<file path="src/rtl/fp_pkg.sv">
// Shared format constants, flag indices, operand classes and helpers for the FP add/sub unit.
// Module parameters default to the binary32 constants declared here.
package fp_pkg;

  localparam int FP_EXP_W   = 8;
  localparam int FP_MAN_W   = 23;
  localparam int FP_W       = 1 + FP_EXP_W + FP_MAN_W;
  localparam int FP_BIAS    = (1 << (FP_EXP_W - 1)) - 1;
  localparam int FP_EXP_MAX = (1 << FP_EXP_W) - 1;

  localparam int FLAG_NV = 3;
  localparam int FLAG_OF = 2;
  localparam int FLAG_UF = 1;
  localparam int FLAG_NX = 0;

  typedef enum logic [2:0] {
    CLS_ZERO,
    CLS_NORM,
    CLS_INF,
    CLS_QNAN,
    CLS_SNAN
  } op_class_e;

  // Canonical quiet NaN for an arbitrary format, right-aligned in 64 bits.
  function automatic logic [63:0] canon_nan(input int exp_w, input int man_w);
    logic [63:0] r;
    r = '0;
    for (int i = 0; i < 64; i++) begin
      if (i >= man_w && i < man_w + exp_w) r[i] = 1'b1;
      if (i == man_w - 1) r[i] = 1'b1;
    end
    return r;
  endfunction

  // Leading-zero count over the low 'width' bits of v; returns width when all zero.
  function automatic int lzc(input logic [63:0] v, input int width);
    int n;
    n = width;
    for (int i = 0; i < 64; i++) begin
      if (i < width && v[i]) n = width - 1 - i;
    end
    return n;
  endfunction

endpackage

</file>
<file path="src/rtl/fp_addsub_lane.sv">
// One lane of the add/sub pipeline: align, add/subtract, normalise/round/pack.
// All stage registers advance together under the shared enable.
module fp_addsub_lane
  import fp_pkg::*;
#(
  parameter int EXP_W = FP_EXP_W,
  parameter int MAN_W = FP_MAN_W
) (
  input  logic                     clk,
  input  logic                     rst_n,
  input  logic                     en,
  input  logic                     sub,
  input  logic [EXP_W+MAN_W:0]     a,
  input  logic [EXP_W+MAN_W:0]     b,
  output logic [EXP_W+MAN_W:0]     y,
  output logic [3:0]               flags
);

  localparam int W    = 1 + EXP_W + MAN_W;
  localparam int SW   = MAN_W + 4;
  localparam int EW2  = EXP_W + 2;
  localparam int LZ_W = $clog2(SW + 1);
  localparam logic [63:0] NAN64 = canon_nan(EXP_W, MAN_W);
  localparam logic [W-1:0] QNAN = NAN64[W-1:0];
  localparam logic signed [EW2-1:0] EXP_ALL1 = {2'b00, {EXP_W{1'b1}}};
  localparam logic signed [EW2-1:0] ONE_E    = 1;
  localparam logic signed [EW2-1:0] ZERO_E   = 0;

  function automatic op_class_e classify(input logic [EXP_W-1:0] e, input logic [MAN_W-1:0] m);
    if (e == '0) return CLS_ZERO;
    if (e == '1) return (m == '0) ? CLS_INF : (m[MAN_W-1] ? CLS_QNAN : CLS_SNAN);
    return CLS_NORM;
  endfunction

  function automatic int sat_shift(input logic [EXP_W-1:0] d);
    return (int'(d) > MAN_W + 3) ? MAN_W + 3 : int'(d);
  endfunction

  function automatic logic rne_up(input logic lsb, input logic g, input logic r, input logic s);
    return g & (r | s | lsb);
  endfunction

  logic              sa, sb, sbe, eff_sub_c, a_big, spec_c, nv_c;
  logic [EXP_W-1:0]  ea, eb, el, es;
  logic [MAN_W-1:0]  ma, mb, mda, mdb;
  logic [SW-1:0]     ml_c, ms_c, ms_sh, ms_mask;
  logic [W-1:0]      spec_y_c;
  op_class_e         ca, cb;
  int                sh;

  assign {sa, ea, ma} = a;
  assign {sb, eb, mb} = b;

  always_comb begin
    ca        = classify(ea, ma);
    cb        = classify(eb, mb);
    sbe       = sb ^ sub;
    eff_sub_c = sa ^ sbe;
    mda       = (ca == CLS_ZERO) ? '0 : ma;
    mdb       = (cb == CLS_ZERO) ? '0 : mb;
    a_big     = {ea, mda} >= {eb, mdb};
    el        = a_big ? ea : eb;
    es        = a_big ? eb : ea;
    ml_c      = a_big ? {(ea != '0), mda, 3'b000} : {(eb != '0), mdb, 3'b000};
    ms_c      = a_big ? {(eb != '0), mdb, 3'b000} : {(ea != '0), mda, 3'b000};
    sh        = sat_shift(el - es);
    ms_mask   = ~({SW{1'b1}} << sh);
    ms_sh     = ms_c >> sh;
    ms_sh[0]  = ms_sh[0] | (|(ms_c & ms_mask));
    // Specials bypass the datapath; NaN wins over infinity.
    spec_c    = 1'b1;
    spec_y_c  = QNAN;
    nv_c      = (ca == CLS_SNAN) || (cb == CLS_SNAN) ||
                ((ca == CLS_INF) && (cb == CLS_INF) && eff_sub_c);
    if (ca == CLS_QNAN || ca == CLS_SNAN || cb == CLS_QNAN || cb == CLS_SNAN || nv_c)
      spec_y_c = QNAN;
    else if (ca == CLS_INF)
      spec_y_c = {sa, {EXP_W{1'b1}}, {MAN_W{1'b0}}};
    else if (cb == CLS_INF)
      spec_y_c = {sbe, {EXP_W{1'b1}}, {MAN_W{1'b0}}};
    else
      spec_c = 1'b0;
  end

  logic             sign_p1, zsign_p1, eff_sub_p1, spec_p1, nv_p1;
  logic [EXP_W-1:0] exp_p1;
  logic [SW-1:0]    ml_p1, ms_p1;
  logic [W-1:0]     spec_y_p1;

  // ---- stage 1: unpack / classify / swap / align
  always_ff @(posedge clk) begin
    if (en) begin
      sign_p1    <= a_big ? sa : sbe;
      zsign_p1   <= sa & sbe;
      eff_sub_p1 <= eff_sub_c;
      exp_p1     <= el;
      ml_p1      <= ml_c;
      ms_p1      <= ms_sh;
      spec_p1    <= spec_c;
      spec_y_p1  <= spec_y_c;
      nv_p1      <= nv_c;
    end
  end

  logic [SW:0] sum_c;
  assign sum_c = eff_sub_p1 ? ({1'b0, ml_p1} - {1'b0, ms_p1})
                            : ({1'b0, ml_p1} + {1'b0, ms_p1});

  logic             sign_p2, zsign_p2, spec_p2, nv_p2;
  logic [EXP_W-1:0] exp_p2;
  logic [SW:0]      sum_p2;
  logic [W-1:0]     spec_y_p2;

  // ---- stage 2: significand add / subtract
  always_ff @(posedge clk) begin
    if (en) begin
      sign_p2   <= sign_p1;
      zsign_p2  <= zsign_p1;
      exp_p2    <= exp_p1;
      sum_p2    <= sum_c;
      spec_p2   <= spec_p1;
      spec_y_p2 <= spec_y_p1;
      nv_p2     <= nv_p1;
    end
  end

  logic [LZ_W-1:0]        lz;
  logic [SW-1:0]          n_c;
  logic signed [EW2-1:0]  e_norm, e_fin;
  logic                   up, inexact;
  logic [MAN_W+1:0]       mant_r;
  logic [MAN_W-1:0]       frac;
  logic [W-1:0]           y_c;
  logic [3:0]             flags_c;

  always_comb begin
    lz = LZ_W'(lzc(64'(sum_p2[SW-1:0]), SW));
    if (sum_p2[SW]) begin
      n_c    = {sum_p2[SW:2], sum_p2[1] | sum_p2[0]};
      e_norm = $signed({2'b00, exp_p2}) + ONE_E;
    end else begin
      n_c    = sum_p2[SW-1:0] << lz;
      e_norm = $signed({2'b00, exp_p2}) - $signed({{(EW2-LZ_W){1'b0}}, lz});
    end
    up      = rne_up(n_c[3], n_c[2], n_c[1], n_c[0]);
    inexact = |n_c[2:0];
    mant_r  = {1'b0, n_c[SW-1:3]} + {{(MAN_W+1){1'b0}}, up};
    e_fin   = e_norm + (mant_r[MAN_W+1] ? ONE_E : ZERO_E);
    frac    = mant_r[MAN_W+1] ? '0 : mant_r[MAN_W-1:0];
    flags_c = '0;
    if (spec_p2) begin
      y_c              = spec_y_p2;
      flags_c[FLAG_NV] = nv_p2;
    end else if (sum_p2 == '0) begin
      y_c = {zsign_p2, {(W-1){1'b0}}};
    end else if (e_fin >= EXP_ALL1) begin
      y_c              = {sign_p2, {EXP_W{1'b1}}, {MAN_W{1'b0}}};
      flags_c[FLAG_OF] = 1'b1;
      flags_c[FLAG_NX] = 1'b1;
    end else if (e_fin <= ZERO_E) begin
      y_c              = {sign_p2, {(W-1){1'b0}}};
      flags_c[FLAG_UF] = 1'b1;
      flags_c[FLAG_NX] = 1'b1;
    end else begin
      y_c              = {sign_p2, e_fin[EXP_W-1:0], frac};
      flags_c[FLAG_NX] = inexact;
    end
  end

  // ---- stage 3: normalise / round / pack
  always_ff @(posedge clk or negedge rst_n) begin
    if (!rst_n) begin
      y     <= '0;
      flags <= '0;
    end else if (en) begin
      y     <= y_c;
      flags <= flags_c;
    end
  end

endmodule

</file>
<file path="src/rtl/fp_addsub_pipe.sv">
// Multi-lane three-stage IEEE-754 add/subtract unit with valid/ready flow control.
// A single global advance signal stalls every lane and the shared valid/tag pipe.
module fp_addsub_pipe
  import fp_pkg::*;
#(
  parameter int EXP_W = FP_EXP_W,
  parameter int MAN_W = FP_MAN_W,
  parameter int LANES = 4,
  parameter int TAG_W = 5
) (
  input  logic                               clk,
  input  logic                               rst_n,
  input  logic                               in_valid,
  output logic                               in_ready,
  input  logic                               in_sub,
  input  logic [LANES*(1+EXP_W+MAN_W)-1:0]   in_a,
  input  logic [LANES*(1+EXP_W+MAN_W)-1:0]   in_b,
  input  logic [TAG_W-1:0]                   in_tag,
  output logic                               out_valid,
  input  logic                               out_ready,
  output logic [LANES*(1+EXP_W+MAN_W)-1:0]   out_y,
  output logic [LANES*4-1:0]                 out_flags,
  output logic [TAG_W-1:0]                   out_tag
);

  localparam int W = 1 + EXP_W + MAN_W;

  logic             adv;
  logic             vld_p1, vld_p2, vld_p3;
  logic [TAG_W-1:0] tag_p1, tag_p2, tag_p3;

  assign adv       = out_ready | ~vld_p3;
  assign in_ready  = adv;
  assign out_valid = vld_p3;
  assign out_tag   = tag_p3;

  always_ff @(posedge clk or negedge rst_n) begin
    if (!rst_n) begin
      vld_p1 <= 1'b0;
      vld_p2 <= 1'b0;
      vld_p3 <= 1'b0;
      tag_p3 <= '0;
    end else if (adv) begin
      vld_p1 <= in_valid;
      vld_p2 <= vld_p1;
      vld_p3 <= vld_p2;
      tag_p3 <= tag_p2;
    end
  end

  always_ff @(posedge clk) begin
    if (adv) begin
      tag_p1 <= in_tag;
      tag_p2 <= tag_p1;
    end
  end

  for (genvar i = 0; i < LANES; i++) begin : g_lane
    fp_addsub_lane #(
      .EXP_W (EXP_W),
      .MAN_W (MAN_W)
    ) u_lane (
      .clk   (clk),
      .rst_n (rst_n),
      .en    (adv),
      .sub   (in_sub),
      .a     (in_a[i*W +: W]),
      .b     (in_b[i*W +: W]),
      .y     (out_y[i*W +: W]),
      .flags (out_flags[i*4 +: 4])
    );
  end

endmodule

</file>
<file path="config.mk">
export PLATFORM = sky130hd
export DESIGN_NAME = fp_addsub_pipe
export DESIGN_NICKNAME = d
export VERILOG_FILES = /design/src/rtl/fp_pkg.sv /design/src/rtl/fp_addsub_lane.sv /design/src/rtl/fp_addsub_pipe.sv
export SDC_FILE = /design/constraint.sdc
export NUM_CORES = 2
export LEC_CHECK = 0
export CORE_ASPECT_RATIO = 1.2
export CORE_MARGIN = 2
export CORE_UTILIZATION = 45
export DETAILED_ROUTE_END_ITERATION = 7
export PLACE_DENSITY_LB_ADDON = 0.2
export SETUP_SLACK_MARGIN = 0.3
export SLEW_MARGIN = 20
export SYNTH_ARGS = -nofsm -noshare
export SYNTH_HDL_FRONTEND = slang
export SYNTH_HIERARCHICAL = 1
export SYNTH_SLANG_ARGS = --single-unit
</file>
<file path="constraint.sdc">
create_clock -name clk -period 16.05 [get_ports clk]
set_input_delay 3.21 -clock clk [delete_from_list [all_inputs] [get_ports clk]]
set_output_delay 3.21 -clock clk [all_outputs]
set_load 0.02 [all_outputs]
</file>
==> impl_results.md <==
- Global placement routability congestion: 1.02
- Clk_lat worst skew: 0.67 ns
- PwrDens: 187 nW/um^2
- Data arrival time of the critical path: 11.23 ns
- Yosys cell types: 140
- DR vias: 55,900
- CP endpoint: g_lane[3].u_lane/ms_p1[5]
- Worst r2r src: g_lane[0].u_lane/sum_p2[13]
- Endpoint class of the critical path: flip-flop
- Smallest hold slack: 0.414 ns
- Seq/Total Area, Yosys: 0.301
- Worst Tran Pin Value: 1.21 ns
- DIE AREA: 129,000 sq um
- Hold Path Class: flip-flop to flip-flop
- Violated checks: DRC
- Routed len/inst: 24.9 um
- Area post-placement: 62,000 sq um
- Post-CTS Hold Fix Bufs: 0
- Pre-CTS WS: 4.52 ns
- Setup crit start: in_a[124]
- Post-route ant nets: 0
- Placeable Area: 125,000 sq um
- Total track usage: 0.330
- Fin area: 64,400 sq um
- R2R setup slack: 6.67 ns
- CTS buffer count: 70
- CTS tree: done
- H-tree depth: 3
- CP startpoint kind: input port
- Largest net degree at the start of global routing: 157
- Longest Clk Path Bufs: 3
- Mapped Cells: 6,898
- Count of pins over their slew limit: 0
- Initial antenna violation count: 8
- Slew margin rel.: 0.185
- Global-route wire length before repair: 330 mm
- Routed wire length: 219 mm
- Final hold vios: 0
- Internal: 6070 uW
- Starting Density: 0.454
- Fin nets: 7,624
- Clk pwr share: 0.140
- MaxCap Viol Count: 0
- Share of post-route cells with drive strength above 1: 0.0727
- Detailed Routing Iterations Pass 1: 8
- Via-to-Cell Ratio: 6.35
- Vias in the first global route: 53,600
- Main synth FF type: edfxtp_1
- Layout area overhead: 13.7%
- Die X: 328 um
- Synthesized area per cell: 8.21 sq um
- Leakage: 0.0247 uW
- Post-synth EDFFs: 442
- Post-Syn Area: 56,700 sq um
- Top Ports: 417
- Post-CTS Setup Inserts: 0
- Worst Skew: 0.0302 ns
- Ys async rst share: 0.256
- Setup Crit Path Kind: input port to flip-flop
- Total clock sinks: 594
- Min Tclk post-route: 10.85 ns
- Unrepaired setup endpoints after global routing: no
- Sequential share of power: 0.248
- Post_cts resized: 0
- Setup Viol. Count Final: 0
- FF+latch count, synth: 594
- DR iter-0 viols: 5,994
- IR drop worst, VDD: 0.120 mV
- Hold Startpoint: g_lane[2].u_lane/spec_p1
- Switch share: 0.498
- R2R depth: 29
- Worst setup margin: 5.20 ns
- Port bufs: 416
- F_max: 92.2 MHz
- Status: complete, but fails checks
- Clock transition at path regs: 0.06 ns
- Clk root buf: clkbuf_16
- DP HPWL: 170 mm
- Final period utilization: 0.676
- Post-synthesis net count: 7,436
- Reg2reg end: g_lane[0].u_lane/y[6]
- # rows: 142
- Comb pwr share: 0.611
- DRC Markers: 1
- CP Max Fanout: 25
- Overflow after GRT: 0
- Post-layout util: 0.516
- Sw Pwr: 6010 uW
- Die height: 393 um
- Setup TNS: 0 ns
- Critical path required time: 16.43 ns
- Warnings from Yosys: 6
==> Yosys cell counts (22+ instances only) <==
master,n,share of area
a211oi_1,83,0.011
xnor2_1,233,0.036
o22ai_1,79,0.0087
a31oi_1,95,0.010
o221ai_1,39,0.0060
o31ai_1,51,0.0068
o21a_1,77,0.010
clkbuf_1,268,0.018
nand2_1,771,0.051
buf_2,76,0.0067
edfxtp_1,442,0.23
inv_1,256,0.017
nor2_1,638,0.042
xor2_1,95,0.015
nor2b_1,58,0.0064
and3_1,52,0.0057
a21boi_0,22,0.0029
o211ai_1,96,0.013
mux2i_1,199,0.035
a21oi_1,473,0.042
a21o_1,47,0.0062
o32ai_1,25,0.0039
a221oi_1,40,0.0062
or4_1,29,0.0038
o21bai_1,30,0.0040
or2_2,34,0.0038
nand3_1,207,0.018
o2bb2ai_2,30,0.0079
a22oi_1,43,0.0057
dfrtp_1,152,0.067
or3_1,43,0.0047
nand2b_1,66,0.0073
buf_1,33,0.0022
o21ai_1,24,0.0021
o2bb2ai_1,33,0.0051
o21ai_0,500,0.044
nor3_1,188,0.017
ha_1,268,0.059
nand4_1,101,0.011
mux2_2,65,0.013
and2_1,146,0.016
nor4_1,131,0.014
a211o_1,23,0.0036
==> worst min path at each step <==
stage	to	depth (start not counted)	slack [ns]
2_1_floorplan	g_lane[0].u_lane/exp_p2[0]	0	0.40
3_3_place_gp	g_lane[2].u_lane/spec_y_p2[22]	0	0.40
3_5_place_dp	g_lane[2].u_lane/exp_p2[1]	0	0.40
4_1_cts	g_lane[2].u_lane/spec_p2	0	0.42
5_1_grt	g_lane[0].u_lane/exp_p2[2]	0	0.42
6_report	g_lane[2].u_lane/spec_p2	0	0.41
==> registers in the layout, indices dropped and copies added (netlist names), 5 cells and up <==
signal	cells
g_lane.u_lane/exp_p1	32
g_lane.u_lane/exp_p2	32
g_lane.u_lane/flags	16
g_lane.u_lane/ml_p1	96
g_lane.u_lane/ms_p1	108
g_lane.u_lane/spec_y_p1	8
g_lane.u_lane/spec_y_p2	8
g_lane.u_lane/sum_p2	112
g_lane.u_lane/y	128
out_tag	5
tag_p1	5
tag_p2	5
==> cell type report <==
cell class / count / area (sq um)
fill: 11900 / 60500
sequential: 594 / 17100
timing repair buffer: 523 / 4980
antenna: 3 / 7.51
tap: 1656 / 2070
inverter: 270 / 1020
clock buffer: 83 / 1870
clock inverter: 45 / 552
multi-input combinational: 5627 / 36900
==> cells by family after synthesis <==
kind of cell	Yosys count	synth area share
mux	298	0.0593
simple gates	2605	0.224
compound gates	2118	0.252
fa+ha+maj	275	0.0611
xor+xnor	331	0.0516
flops	594	0.301
buf+inv	677	0.0499
==> placed cells by master (no fill, tap or decap), types with 206 or more instances in the layout <==
master | synthesis | final
a21oi_1 | 473 | 470
clkdlybuf4s50_1 | 0 | 415
edfxtp_1 | 442 | 442
ha_1 | 268 | 268
inv_1 | 256 | 256
nand2_1 | 771 | 770
nand3_1 | 207 | 206
nor2_1 | 638 | 636
o21ai_0 | 500 | 500
xnor2_1 | 233 | 233
==> routing by layer <==
layer	share of wire	wire (um)	global-route usage	vias up
met5	0.00025	55	0	-
met4	0.058	12800	0.175	8
met3	0.072	15800	0.0543	578
met2	0.47	102000	0.549	2414
met1	0.40	88000	0.408	26600
li1	-	-	-	26300
==> power groups by stage <==
stage | Clock, uW | Sequential, uW | Combinational [uW]
finish | 1700 | 3000 | 7380
global route | 1800 | 3040 | 8010
CTS | 1740 | 2970 | 7250
detailed placement | 0 | 2990 | 7210
global placement | 0 | 2990 | 7210
floorplan | 0 | 2760 | 5070
==> stage by stage <==
step	total power, uW	std cells
2_1_floorplan	7830	6898
3_3_place_gp	10200	8669
3_5_place_dp	10200	8669
4_1_cts	12000	8797
5_1_grt	12800	8800
6_report	12100	8801
==> critical path, cell delays in order <==
cell	delay, ns
clkdlybuf4s50_1	0.60
nor4_1	0.66
nand2_1	0.66
and2_1	0.42
ha_1	0.30
a21oi_1	0.15
o21ai_1	0.11
a2111oi_2	0.59
a211oi_2	0.23
nor3_4	0.52
nor2_1	0.12
a21oi_1	0.17
ha_1	0.51
nand2b_1	0.32
o21ai_0	0.19
and4_4	0.26
a211o_1	0.49
nor2_2	0.76
a221oi_1	0.28
mux2_1	0.38
a21oi_1	0.16
o21ai_0	0.11
Power figures use the tool's default switching activity.
